File: src/rtl/banana_pkg.sv
// Shared types and screen geometry for the banana projectile path.
// Launch height saturates so a spawned banana never starts below the visible area.
package banana_pkg;

    typedef enum logic [2:0] {
        IDLE_ST     = 3'd0,
        ARMED_ST    = 3'd1,
        LAUNCH_ST   = 3'd2,
        FLIGHT_ST   = 3'd3,
        COOLDOWN_ST = 3'd4
    } launcher_state_t;

    localparam int unsigned SCREEN_H      = 479;
    localparam int unsigned OBJECT_H      = 16;
    localparam int unsigned SAFETY_MARGIN = 2;
    localparam int unsigned Y_MAX         = SCREEN_H - SAFETY_MARGIN - OBJECT_H;
    localparam int unsigned COORD_W       = 11;

    typedef logic [COORD_W-1:0] coord_t;

    // 12-bit sum so an offset near the top of the coordinate range cannot wrap
    function automatic coord_t sat_launch_y(input coord_t y,
                                            input logic [11:0] offset,
                                            input logic [11:0] limit);
        logic [11:0] sum_s;
        sum_s = {1'b0, y} + offset;
        if (sum_s > limit) begin
            return limit[COORD_W-1:0];
        end else begin
            return sum_s[COORD_W-1:0];
        end
    endfunction

endpackage

File: src/rtl/banana_launcher_frame_counter.sv
// Frame-pulse counter: terminal pulse is combinational so the launcher can
// act on the same frame tick that completes the count.
module frame_counter #(
    parameter int unsigned CW = 8
) (
    input  logic          clk,
    input  logic          resetN,
    input  logic          clear,
    input  logic          count_en,
    input  logic [CW-1:0] terminal,
    output logic          tc
);

    logic [CW-1:0] cnt_r;
    logic [CW-1:0] cnt_inc_s;

    assign cnt_inc_s = cnt_r + {{(CW-1){1'b0}}, 1'b1};
    assign tc        = count_en & (cnt_inc_s == terminal);

    // count register: clear wins, terminal count restarts from zero
    always_ff @(posedge clk or negedge resetN) begin
        if (!resetN) begin
            cnt_r <= '0;
        end else if (clear) begin
            cnt_r <= '0;
        end else if (tc) begin
            cnt_r <= '0;
        end else if (count_en) begin
            cnt_r <= cnt_inc_s;
        end else begin
            cnt_r <= cnt_r;
        end
    end

endmodule

File: src/rtl/banana_launcher.sv
// Launch initiator for the banana mover: ammo budget, cooldown, reload and
// the appear/active handshake, all timed in frames.
module banana_launcher
    import banana_pkg::*;
#(
    parameter int unsigned MAX_SHOTS          = 5,
    parameter int unsigned COOLDOWN_FRAMES    = 15,
    parameter int unsigned ACK_TIMEOUT_FRAMES = 2,
    parameter int unsigned RELOAD_FRAMES      = 60,
    parameter int unsigned Y_OFFSET           = 8,
    parameter int unsigned Y_MAX              = banana_pkg::Y_MAX
) (
    input  logic        clk,
    input  logic        resetN,
    input  logic        startOfFrame,
    input  logic        enable,
    input  logic        fire_request,
    input  logic [10:0] thrower_y,
    input  logic        projectile_active,
    output logic        appear,
    output logic [10:0] launch_y,
    output logic [3:0]  shots_left,
    output logic        ready,
    output logic        launch_fail
);

    localparam logic [3:0]  MAX_SHOTS_C  = 4'(MAX_SHOTS);
    localparam logic [11:0] Y_OFFSET_C   = 12'(Y_OFFSET);
    localparam logic [11:0] Y_MAX_C      = 12'(Y_MAX);
    localparam logic [7:0]  ACK_T_C      = 8'(ACK_TIMEOUT_FRAMES);
    localparam logic [7:0]  COOL_T_C     = 8'(COOLDOWN_FRAMES);
    localparam logic [7:0]  RELOAD_T_C   = 8'(RELOAD_FRAMES);
    localparam logic        COOL_ZERO_C  = (COOLDOWN_FRAMES == 0);

    launcher_state_t state_r;
    launcher_state_t state_next_s;
    logic            fire_d_r;
    logic            fire_rise_r;
    logic            appear_r;
    logic            launch_fail_r;
    logic            ready_r;
    coord_t          launch_y_r;
    logic [3:0]      shots_r;
    logic [3:0]      shots_next_s;

    logic launch_s;
    logic ack_s;
    logic timeout_s;
    logic cool_clr_s;
    logic cool_done_s;
    logic ack_en_s;
    logic cool_en_s;
    logic reload_en_s;
    logic reload_clr_s;
    logic ack_tc_s;
    logic cool_tc_s;
    logic reload_tc_s;

    assign ack_en_s     = startOfFrame & enable & (state_r == LAUNCH_ST) & ~projectile_active;
    assign cool_en_s    = startOfFrame & enable & (state_r == COOLDOWN_ST);
    assign reload_clr_s = (shots_r == MAX_SHOTS_C);
    assign reload_en_s  = startOfFrame & ~reload_clr_s;
    assign cool_done_s  = COOL_ZERO_C | cool_tc_s;

    frame_counter #(.CW(8)) u_ack_cnt (
        .clk      (clk),
        .resetN   (resetN),
        .clear    (launch_s),
        .count_en (ack_en_s),
        .terminal (ACK_T_C),
        .tc       (ack_tc_s)
    );

    frame_counter #(.CW(8)) u_cool_cnt (
        .clk      (clk),
        .resetN   (resetN),
        .clear    (cool_clr_s),
        .count_en (cool_en_s),
        .terminal (COOL_T_C),
        .tc       (cool_tc_s)
    );

    frame_counter #(.CW(8)) u_reload_cnt (
        .clk      (clk),
        .resetN   (resetN),
        .clear    (reload_clr_s),
        .count_en (reload_en_s),
        .terminal (RELOAD_T_C),
        .tc       (reload_tc_s)
    );

    // next-state decode; enable low overrides every state
    always_comb begin
        state_next_s = state_r;
        launch_s     = 1'b0;
        ack_s        = 1'b0;
        timeout_s    = 1'b0;
        cool_clr_s   = 1'b0;
        if (!enable) begin
            state_next_s = IDLE_ST;
        end else begin
            case (state_r)
                IDLE_ST: begin
                    state_next_s = ARMED_ST;
                end
                ARMED_ST: begin
                    if (fire_rise_r && (shots_r != 4'd0) && !projectile_active) begin
                        launch_s     = 1'b1;
                        state_next_s = LAUNCH_ST;
                    end else begin
                        state_next_s = ARMED_ST;
                    end
                end
                LAUNCH_ST: begin
                    if (projectile_active) begin
                        ack_s        = 1'b1;
                        state_next_s = FLIGHT_ST;
                    end else if (ack_tc_s) begin
                        timeout_s    = 1'b1;
                        state_next_s = ARMED_ST;
                    end else begin
                        state_next_s = LAUNCH_ST;
                    end
                end
                FLIGHT_ST: begin
                    if (!projectile_active) begin
                        cool_clr_s   = 1'b1;
                        state_next_s = COOLDOWN_ST;
                    end else begin
                        state_next_s = FLIGHT_ST;
                    end
                end
                COOLDOWN_ST: begin
                    if (cool_done_s) begin
                        state_next_s = ARMED_ST;
                    end else begin
                        state_next_s = COOLDOWN_ST;
                    end
                end
                default: begin
                    state_next_s = IDLE_ST;
                end
            endcase
        end
    end

    // ammo: a reload landing on an acknowledged launch cancels out
    always_comb begin
        shots_next_s = shots_r;
        if (ack_s && reload_tc_s) begin
            shots_next_s = shots_r;
        end else if (ack_s && (shots_r != 4'd0)) begin
            shots_next_s = shots_r - 4'd1;
        end else if (reload_tc_s && (shots_r < MAX_SHOTS_C)) begin
            shots_next_s = shots_r + 4'd1;
        end else begin
            shots_next_s = shots_r;
        end
    end

    // state, edge detect and registered outputs
    always_ff @(posedge clk or negedge resetN) begin
        if (!resetN) begin
            state_r       <= IDLE_ST;
            fire_d_r      <= 1'b0;
            fire_rise_r   <= 1'b0;
            appear_r      <= 1'b0;
            launch_fail_r <= 1'b0;
            ready_r       <= 1'b0;
            launch_y_r    <= '0;
            shots_r       <= MAX_SHOTS_C;
        end else begin
            state_r       <= state_next_s;
            fire_d_r      <= fire_request;
            fire_rise_r   <= fire_request & ~fire_d_r;
            appear_r      <= (state_next_s == LAUNCH_ST);
            launch_fail_r <= timeout_s;
            ready_r       <= (state_next_s == ARMED_ST) & (shots_next_s != 4'd0) & ~projectile_active;
            launch_y_r    <= launch_s ? sat_launch_y(thrower_y, Y_OFFSET_C, Y_MAX_C) : launch_y_r;
            shots_r       <= shots_next_s;
        end
    end

    assign appear      = appear_r;
    assign launch_y    = launch_y_r;
    assign shots_left  = shots_r;
    assign ready       = ready_r;
    assign launch_fail = launch_fail_r;

endmodule
File: config.mk
export PLATFORM = sky130hd
export DESIGN_NAME = banana_launcher
export DESIGN_NICKNAME = d
export VERILOG_FILES = /design/src/rtl/banana_pkg.sv /design/src/rtl/banana_launcher_frame_counter.sv /design/src/rtl/banana_launcher.sv
export SDC_FILE = /design/constraint.sdc
export NUM_CORES = 1
export LEC_CHECK = 0
export BUFFER_PORTS_ARGS = -buffer_cell sky130_fd_sc_hd__buf_2
export CORE_MARGIN = 4
export CORE_UTILIZATION = 32
export CTS_CLUSTER_DIAMETER = 150
export DETAILED_ROUTE_END_ITERATION = 6
export PLACE_DENSITY = 0.58
export SLEW_MARGIN = 20
export SYNTH_ARGS = -nofsm -noshare
export SYNTH_HDL_FRONTEND = slang
export SYNTH_HIERARCHICAL = 1
export SYNTH_SLANG_ARGS = --single-unit
File: constraint.sdc
create_clock -name clk -period 5.2 [get_ports clk]
set_input_delay 0.26 -clock clk [delete_from_list [all_inputs] [get_ports clk]]
set_output_delay 0.26 -clock clk [all_outputs]
set_load 0.02 [all_outputs]
=== Yosys cells after proc, flatten, opt, wreduce, memory -nomap -nowiden ===
Cells that the tools add are included.

* Register bits: 47
* Bits of input ports: 17
* Logic and storage cells: 88

* $add $sub $neg: 6
* $lt $le $gt $ge: 2
* Equality and inequality tests: 10
* Mux-type cells: 33
* Bitwise operators: 14
* Reductions and logical operators: 12

{| class="wikitable"
|+ Operators with widths
! cell !! count
|-
| $mux W8 || 9
|-
| $add A8 B1 Y8 const B || 3
|-
| $pmux W3 S5 || 1
|-
| $mux W1 || 13
|-
| $add A11 B4 Y12 const B || 1
|-
| $gt A12 B9 Y1 const B || 1
|-
| $mux W4 || 3
|-
| $and A1 B1 Y1 || 11
|-
| $mux W11 || 1
|-
| $eq A3 B2 Y1 const B || 3
|-
| $mux W3 || 3
|-
| $reduce_bool A3 Y1 || 3
|-
| $eq A8 B2 Y1 const B || 1
|-
| $eq A8 B4 Y1 const B || 1
|-
| $eq A8 B6 Y1 const B || 1
|-
| $reduce_bool A4 Y1 || 2
|-
| $eq A3 B1 Y1 const B || 2
|-
| $mux W2 || 3
|-
| $logic_and A1 B1 Y1 || 5
|-
| $add A4 B1 Y4 const B || 1
|-
| $eq A4 B3 Y1 const B || 1
|-
| $lt A4 B3 Y1 const B || 1
|-
| $sub A4 B1 Y4 const B || 1
|-
| $eq A3 B3 Y1 const B || 1
|-
| other kinds (3) || 5
|}

=== Logic depth before layout (Yosys ltp) ===
Gate-level depths: netlist (run 1).

* Depth in word-level cells: 11
* Gate-level depth with buffers: 13
* Depth with buffers taken out: 12

=== Modules after synthesis ===
Netlist (run 1), hierarchy kept.

{| class="wikitable"
|+ Modules (own cells, without submodules)
! module !! times used !! cells an instance !! area an instance (sq um)
|-
| frame_counter || 3 || 90 || 814.5
|-
| banana_launcher || 1 || 143 || 1356.3
|}

=== Worst setup path after synthesis (run 1) ===
No wires, ideal clock.

* Kind: register to register
* Start: reg shots_r[1], in the netlist shots_left[1]
* End: reg ready_r, in the netlist ready
* Library setup time: 0.124 ns
* Arrival time: 2.946 ns
* Data required time: 5.076 ns
* Path slack: 2.131 ns
* Stages on the path, launching flop included: 13
* Buffers on the path: 1
* Clock period less this slack: 3.069 ns
* Cell sequence: dfrtp_1 -> inv_1 -> ha_1 -> nor3b_1 -> nor2b_1 -> buf_2 -> nand4_2 -> nor4_4 -> nor3b_1 -> a2bb2oi_2 -> xnor2_1 -> or2_1 -> o31a_1

* Word-level cells in the longest chain between the ends: 11
* Elaborated cells on any way between the ends: 23
* Classes of those cells: add/sub: 2; order compare: 1; eq/ne: 2; mux: 6; bitwise: 5; reduce/logical: 7

{| class="wikitable"
|+ RTL lines
! what !! line !! source
|-
| from (decl) || banana_launcher.sv:43 || <nowiki>logic [3:0] shots_r;</nowiki>
|-
| from (signal assigned) || banana_launcher.sv:180 || <nowiki>shots_r <= shots_next_s;</nowiki>
|-
| $eq A4 B3 Y1 (*) || banana_launcher.sv:61 || <nowiki>assign reload_clr_s = (shots_r == MAX_SHOTS_C);</nowiki>
|-
| net reload_clr_s || banana_launcher.sv:54 || <nowiki>logic reload_clr_s;</nowiki>
|-
| $not A1 Y1 (*) || banana_launcher.sv:62 || <nowiki>assign reload_en_s = startOfFrame & ~reload_clr_s;</nowiki>
|-
| $and A1 B1 Y1 (*) || banana_launcher.sv:62 ||
|-
| net reload_en_s || banana_launcher.sv:53 || <nowiki>logic reload_en_s;</nowiki>
|-
| $and A1 B1 Y1 (*) || banana_launcher_frame_counter.sv:18 || <nowiki>assign tc = count_en & (cnt_inc_s == terminal);</nowiki>
|-
| net reload_tc_s || banana_launcher.sv:57 || <nowiki>logic reload_tc_s;</nowiki>
|-
| $logic_and A1 B1 Y1 || banana_launcher.sv:154 || <nowiki>end else if (reload_tc_s && (shots_r < MAX_SHOTS_C)) begin</nowiki>
|-
| $mux W4 || banana_launcher.sv:154 ||
|-
| $mux W4 || banana_launcher.sv:152 || <nowiki>end else if (ack_s && (shots_r != 4'd0)) begin</nowiki>
|-
| $mux W4 (*) || banana_launcher.sv:150 || <nowiki>if (ack_s && reload_tc_s) begin</nowiki>
|-
| net shots_next_s[0] || banana_launcher.sv:44 || <nowiki>logic [3:0] shots_next_s;</nowiki>
|-
| $reduce_bool A4 Y1 (*) || banana_launcher.sv:178 || <nowiki>ready_r <= (state_next_s == ARMED_ST) & (shots_next_s != 4'd0) & ~projectile_active;</nowiki>
|-
| $and A1 B1 Y1 (*) (2 in a row) || banana_launcher.sv:178 ||
|-
| to (signal assigned) || banana_launcher.sv:178 ||
|-
| to (decl) || banana_launcher.sv:41 || <nowiki>logic ready_r;</nowiki>
|}

The timed path passes the listed nets; every way through them passes the cells marked *.
A chain may end at the register's enable or synchronous reset.

=== Worst setup path after layout (run 1) ===
Same ends and word-level chain as after synthesis.

==> flow_summary_export.csv, run 1 <==
group,metric,value,unit
outcome,status,"finished with violations",
outcome,violations,"hold timing",
synth,synthXorXnorAreaFrac,11.9,%
critical_path,path_class,"register to register",
pwr,peakVddDrop,0.000164,V
routing,first_iter_violations,170,
timing,finalSetupTns,0,ns
layout,finalNonFillerCells,613,
synth,synthTopCellsByArea,"dfrtp_1, xnor2_1, a21oi_1",
clock_tree,cts.clk_slew.worst_paths,0.06,ns
synth,seq_area_frac_synth,31.0,%
floorplanning,ios,35,
synth,synthCells,413,
timing,slew_headroom,58.6,%
synth,synth_edf_count,0,
synth,yosysTopAreaCell,"dfrtp_1",
layout,drive_gt1_share,19.6,%
floorplanning,dieWidth,117,um
clock_tree,cts_made_buffers,5,
floorplanning,start_util,33.0,%
timing,worstMarginPinSlew,0.616,ns
clock_tree,worstSkewPairLatency,0.29,ns
layout,diodes,0,
clock_tree,clockBufferDepth,2,
routing,firstDrtPassIters,5,
clock_tree,cts_sinks,47,
place,gp_congestion,0.804,
global_routing,grt_max_degree,48,
timing,period_needed,3.68,ns
routing,avgRoutedWirePerCell,12.5,um
pwr,p_leak,1.84,nW
critical_path,worstPathArrival,3.85,ns
timing,rsz0062_at_grt,"false",
critical_path,crit_path_max_fanout,18,
synth,synthTopCellsByCount,"dfrtp_1, nor2_1, a21oi_1, o21ai_0",
synth,synth_cell_types,70,
pwr,p_per_area,280,nW/um2
timing,setup_viol,0,
synth,ys.flop_type,"dfrtp_1",
synth,synth_top_family_by_area,"simple AND/OR/NAND/NOR gates",
synth,avgSynthCellArea,9.20,um2
global_routing,grt_pass1_wl,13800,um
place,hpwl,5750,um
global_routing,antenna_found_initial,0,
timing,report.final.slew_viol_count,0,
clock_tree,cts_hold_buf,0,
place,dp_slack,1.13,ns
routing,viasPerCell,5.10,
timing,finalHoldViolCount,45,
routing,antenna_left,0,
routing,drt_wl_total,7650,um
critical_path,required,5.37,ns
min_path,min_path_type,"input port to asynchronous set/reset pin",
global_routing,grt.overflow.total,0,
timing,fmax,272,MHz
synth,synth_adder_area_share,2.30,%
floorplanning,placementRows,39,
global_routing,grt_pass1_vias,2977,
synth,syn_area,3800,um2
timing,period_share,70.8,%
synth,synth_most_common_cell,"dfrtp_1",
layout,final_nets,493,
routing,dr_total_vias,3127,
synth,synth_compound_area_share,17.6,%
timing,clock_skew,0.00508,ns
floorplanning,die_h,117,um
routing,drc,0,
clock_tree,postCtsSetupRepairBufs,0,
place,dp.cells,605,
timing,fin_ws,1.52,ns
floorplanning,coreArea,11500,um2
synth,muxShareOfSynthArea,1.09,%
critical_path,end_kind,"register",
critical_path,critPathLaunchType,"register",
global_routing,grt_usage,12.2,%
place,io_buffers,34,
run,cap_violations,0,
synth,post_synth_and_or_nand_nor_area_fraction,30.2,%
clock_tree,cts_tree,"yes",
synth,synth-seq-cells,47,
layout,syn2layout_area_growth,13.5,%
timing,fin_hold_ws,-0.0317,ns
synth,synth_top_cell_area_share,29.6,%
synth,async_flop_share,100,%
clock_tree,cts_root_buffer,"clkbuf_16",
floorplanning,dieArea,13700,um2
synth,yosys_warnings,6,
clock_tree,cts_resized,0,
clock_tree,htreeDepth,2,
## layout make-up
cell class	count	area (um2)
Inverter	9	33.8
Clock buffer	7	153
Clock inverter	1	7.51
Sequential cell	47	1180
Tap cell	143	179
Timing Repair Buffer	38	203
Multi-Input combinational cell	368	2560
Fill cell	1180	7200
## critical path, cell delays in order, from the launching register on
cell and delay (ns):
dfrtp_1 0.48, inv_1 0.14, ha_1 0.19, nor3b_2 0.21, nor2b_2 0.52, nand4_2 0.19
nor4_4 0.64, nor3b_1 0.45, a2bb2oi_2 0.11, xnor2_1 0.14, or2_1 0.23, o31a_1 0.24
## cells in the final DEF, fill, tap and decap left out, types with 4 or more instances in the layout
cell type	count
dfrtp_1	45
conb_1	39
buf_2	33
nor2_1	30
a21oi_1	29
o21ai_0	26
nand3_1	20
nand2_1	20
nand2b_1	19
xnor2_1	19
nor4_1	14
inv_1	9
and3_1	9
xor2_1	8
nor2b_1	7
nand3b_1	7
ha_1	7
a21o_1	6
and3_2	6
nand4_1	5
a31oi_1	5
clkbuf_16	5
buf_4	5
or3_1	4
## flip-flops by register name, indices dropped and copies added (netlist names)
name,cells
launch_y,11
launch_fail,1
ready,1
appear,1
fire_d_r,1
u_cool_cnt/cnt_r,8
fire_rise_r,1
u_ack_cnt/cnt_r,8
u_reload_cnt/cnt_r,8
state_r,3
shots_left,4
## metal layers
layer	vias up	GRT usage, %	wire (um)
met5	-	0	0
met4	0	2.98	50
met3	6	2.78	282
met2	40	20.4	3780
met1	1502	16.2	3530
li1	1579	-	-
## stage by stage
step / utilization (%) / cell area (um2) / power (mW)
global route: 37.4 / 4310 / 1.29
floorplan: - / 3940 / 0.797
detailed placement: 36.0 / 4140 / 0.877
global placement: 36.0 / 4140 / 0.873
CTS: 37.4 / 4300 / 1.22
finish: 37.4 / 4310 / 1.21
## report_power, final
part | total, mW | switching [mW] | internal (mW)
sequential | 0.490 | 0.0748 | 0.416
clock | 0.340 | 0.135 | 0.204
combinational | 0.378 | 0.212 | 0.167
total | 1.21 | 0.422 | 0.787
## cells by family after synthesis
group | Yosys count
multiplexers | 4
adder cells (fa/ha/maj) | 7
XOR/XNOR | 36
other | 2
AO/OA/AOI/OAI | 100
buffers and inverters | 35
flip-flops | 47
AND/OR/NAND/NOR | 182
## worst paths after layout
kind                               start           to  slack (ns)  depth (start not counted)
setup / recovery           shots_left[1]        ready        1.52                         11
hold / removal                    resetN  launch_y[4]       -0.03                          1
setup reg to reg           shots_left[1]        ready        1.52                         11
hold reg to reg                 fire_d_r  fire_rise_r        0.40                          1
max in group asynchronous         resetN       appear        4.83                          1
min in group clk            fire_request     fire_d_r        0.09                          1
Note: power is estimated with default switching activity, not from simulation.
==> inputs of run 2 (changes only) <==
- PLACE_DENSITY: 0.58 -> 0.6
- clock period: 5.2 -> 3.07 ns (I/O delays scaled with it)
==> run 2 against run 1 <==
  * The run now ends clean
  * Combinational power rose by 85%
  * Sequential share of layout area down 0.48 points
  * Critical path depth is the same
  * Global-route usage up 0.16 points
  * Register-to-register slack lost 1.3 ns
==> flow_summary_export.csv, run 2 (synthesis results as in run 1) <==
group,metric,value,unit
outcome,status,"completed",
critical_path,crit_path_max_fanout,7,
clock_tree,cts_sinks,47,
pwr,swShare,35.7,%
floorplanning,start_util,33.0,%
global_routing,grt_max_degree,27,
global_routing,grt_pass1_wl,14100,um
critical_path,startpoint,"u_reload_cnt/cnt_r[0]",
critical_path,path_class,"register to register",
routing,avgRoutedWirePerCell,13.0,um
pwr,pwr-share-comb,34.1,%
critical_path,r2r-start,"u_reload_cnt/cnt_r[0]",
routing,route.met2.wl,3970,um
layout,diodes,0,
timing,finalSetupTns,0,ns
pwr,peakVddDrop,0.000239,V
place,hpwl,6060,um
floorplanning,ios,35,
pwr,p_per_area,467,nW/um2
pwr,p_total,2.05,mW
pwr,clock_power_share,26.6,%
critical_path,end_kind,"register",
routing,met3WireLength,305,um
pwr,internal_power,1.32,mW
place,io_buffers,34,
routing,dr_total_vias,3187,
timing,fin_ws,0.234,ns
routing,highest_layer,"met5",
timing,period_share,92.4,%
floorplanning,placementRows,39,
routing,drc,0,
critical_path,cpPeakStageDelay,0.45,ns
layout,largest_reg_flops,11,
timing,report.final.slew_viol_count,0,
clock_tree,clockBufferDepth,2,
timing,finalHoldViolCount,0,
clock_tree,cts_root_buffer,"clkbuf_16",
layout,syn2layout_area_growth,15.5,%
floorplanning,dieWidth,117,um
global_routing,antenna_found_initial,1,
routing,first_iter_violations,166,
timing,worstMarginPinSlew,0.614,ns
clock_tree,cts_made_buffers,5,
layout,drive_gt1_share,21.0,%
routing,firstDrtPassIters,5,
min_path,min_from,"thrower_y[3]",
run,cap_violations,0,
routing,antenna_left,0,
layout,final_cell_mix,"dfrtp_1, conb_1, buf_2",
timing,clock_skew,0.00782,ns
layout,fin_util,38.1,%
clock_tree,cts.clk_slew.worst_paths,0.06,ns
critical_path,crit_chain,"ha_2, nand3_1, nor2_1, xnor2_1, nor4_4, buf_4, or3_1, or4_1, o211ai_2, or2_1, o31a_1",
timing,slew_headroom,59.0,%
floorplanning,coreArea,11500,um2
routing,viasPerCell,5.10,
layout,finalNonFillerCells,625,
global_routing,grt_pass1_vias,3067,
layout,final_nets,505,
critical_path,worstPathArrival,3.06,ns
place,dp.cells,613,
routing,drt_wl_total,8100,um
layout,fin_area,4390,um2
pwr,p_leak,1.88,nW
timing,setup_viol,0,
timing,rsz0062_at_grt,"false",
floorplanning,die_h,117,um
floorplanning,dieArea,13700,um2
timing,fin_hold_ws,0.0941,ns
pwr,switchingPower,0.732,mW
global_routing,grt_usage,12.4,%
timing,period_needed,2.84,ns
routing,wl_met1,3770,um
critical_path,critPathLaunchType,"register",
clock_tree,cts_tree,"yes",
min_path,min_path_type,"input port to register",
clock_tree,worstSkewPairLatency,0.29,ns
place,dpl_cell_area,4200,um2
pwr,seqPwrFrac,39.2,%
place,gp_congestion,0.880,
critical_path,critPathSlowestCell,"dfrtp_1",
critical_path,required,3.29,ns
timing,fmax,353,MHz
layout,final_common_cell,"dfrtp_1",
clock_tree,htreeDepth,2,
place,dp_slack,0.132,ns
global_routing,grt.overflow.total,0,
-- run 2: repair_timing --
action	in CTS	in global routing
endpoints found under the setup margin	0	1
endpoints found under the hold margin	24	0
setup buffers	0	2
hold buffers	2	0
resized for setup	0	2
-- run 2: cell type report --
cell class                      instances  area, um2
Tap cell                              143        179
Sequential cell                        47       1180
Inverter                                9       33.8
Timing Repair Buffer                   50        295
Clock inverter                          2       16.3
Clock buffer                            6        129
Fill cell                            1178       7130
Multi-Input combinational cell        368       2560
-- run 2: worst paths after layout --
path / endpoint / slack (ns) / depth (start not counted)
min in group asynchronous: u_cool_cnt/cnt_r[6] / 0.42 / 2
max reg2reg: ready / 0.23 / 11
max: ready / 0.23 / 11
min reg2reg: fire_rise_r / 0.39 / 1
max in group asynchronous: shots_left[0] / 1.97 / 3
min: launch_y[3] / 0.09 / 2
-- run 2: worst max-delay path, delay by kind of cell, from the launching register on --
kind / cells / cell delay [ns]
xor gates and xnor gates: 1 / 0.20
and+or+nand+nor: 6 / 1.41
AOI/OAI and AO/OA: 2 / 0.29
DFF: 1 / 0.45
buffers and inverters: 1 / 0.15
adders and majority gates: 1 / 0.27
-- run 2: power groups by stage --
stage / combinational, mW / sequential, mW / clock (mW)
after floorplan: 0.515 / 0.835 / 0
after global placement: 0.687 / 0.809 / 0
after detailed placement: 0.693 / 0.814 / 0
after CTS: 0.699 / 0.802 / 0.560
after global routing: 0.781 / 0.816 / 0.583
final: 0.699 / 0.804 / 0.546
-- run 2: layer usage --
| layer | global-route usage (%) | up-vias |
|---|---|---|
| li1 | - | 1602 |
| met3 | 2.47 | 6 |
| met4 | 2.29 | 2 |
| met2 | 21.0 | 61 |
| met1 | 16.5 | 1516 |
| met5 | 0 | - |
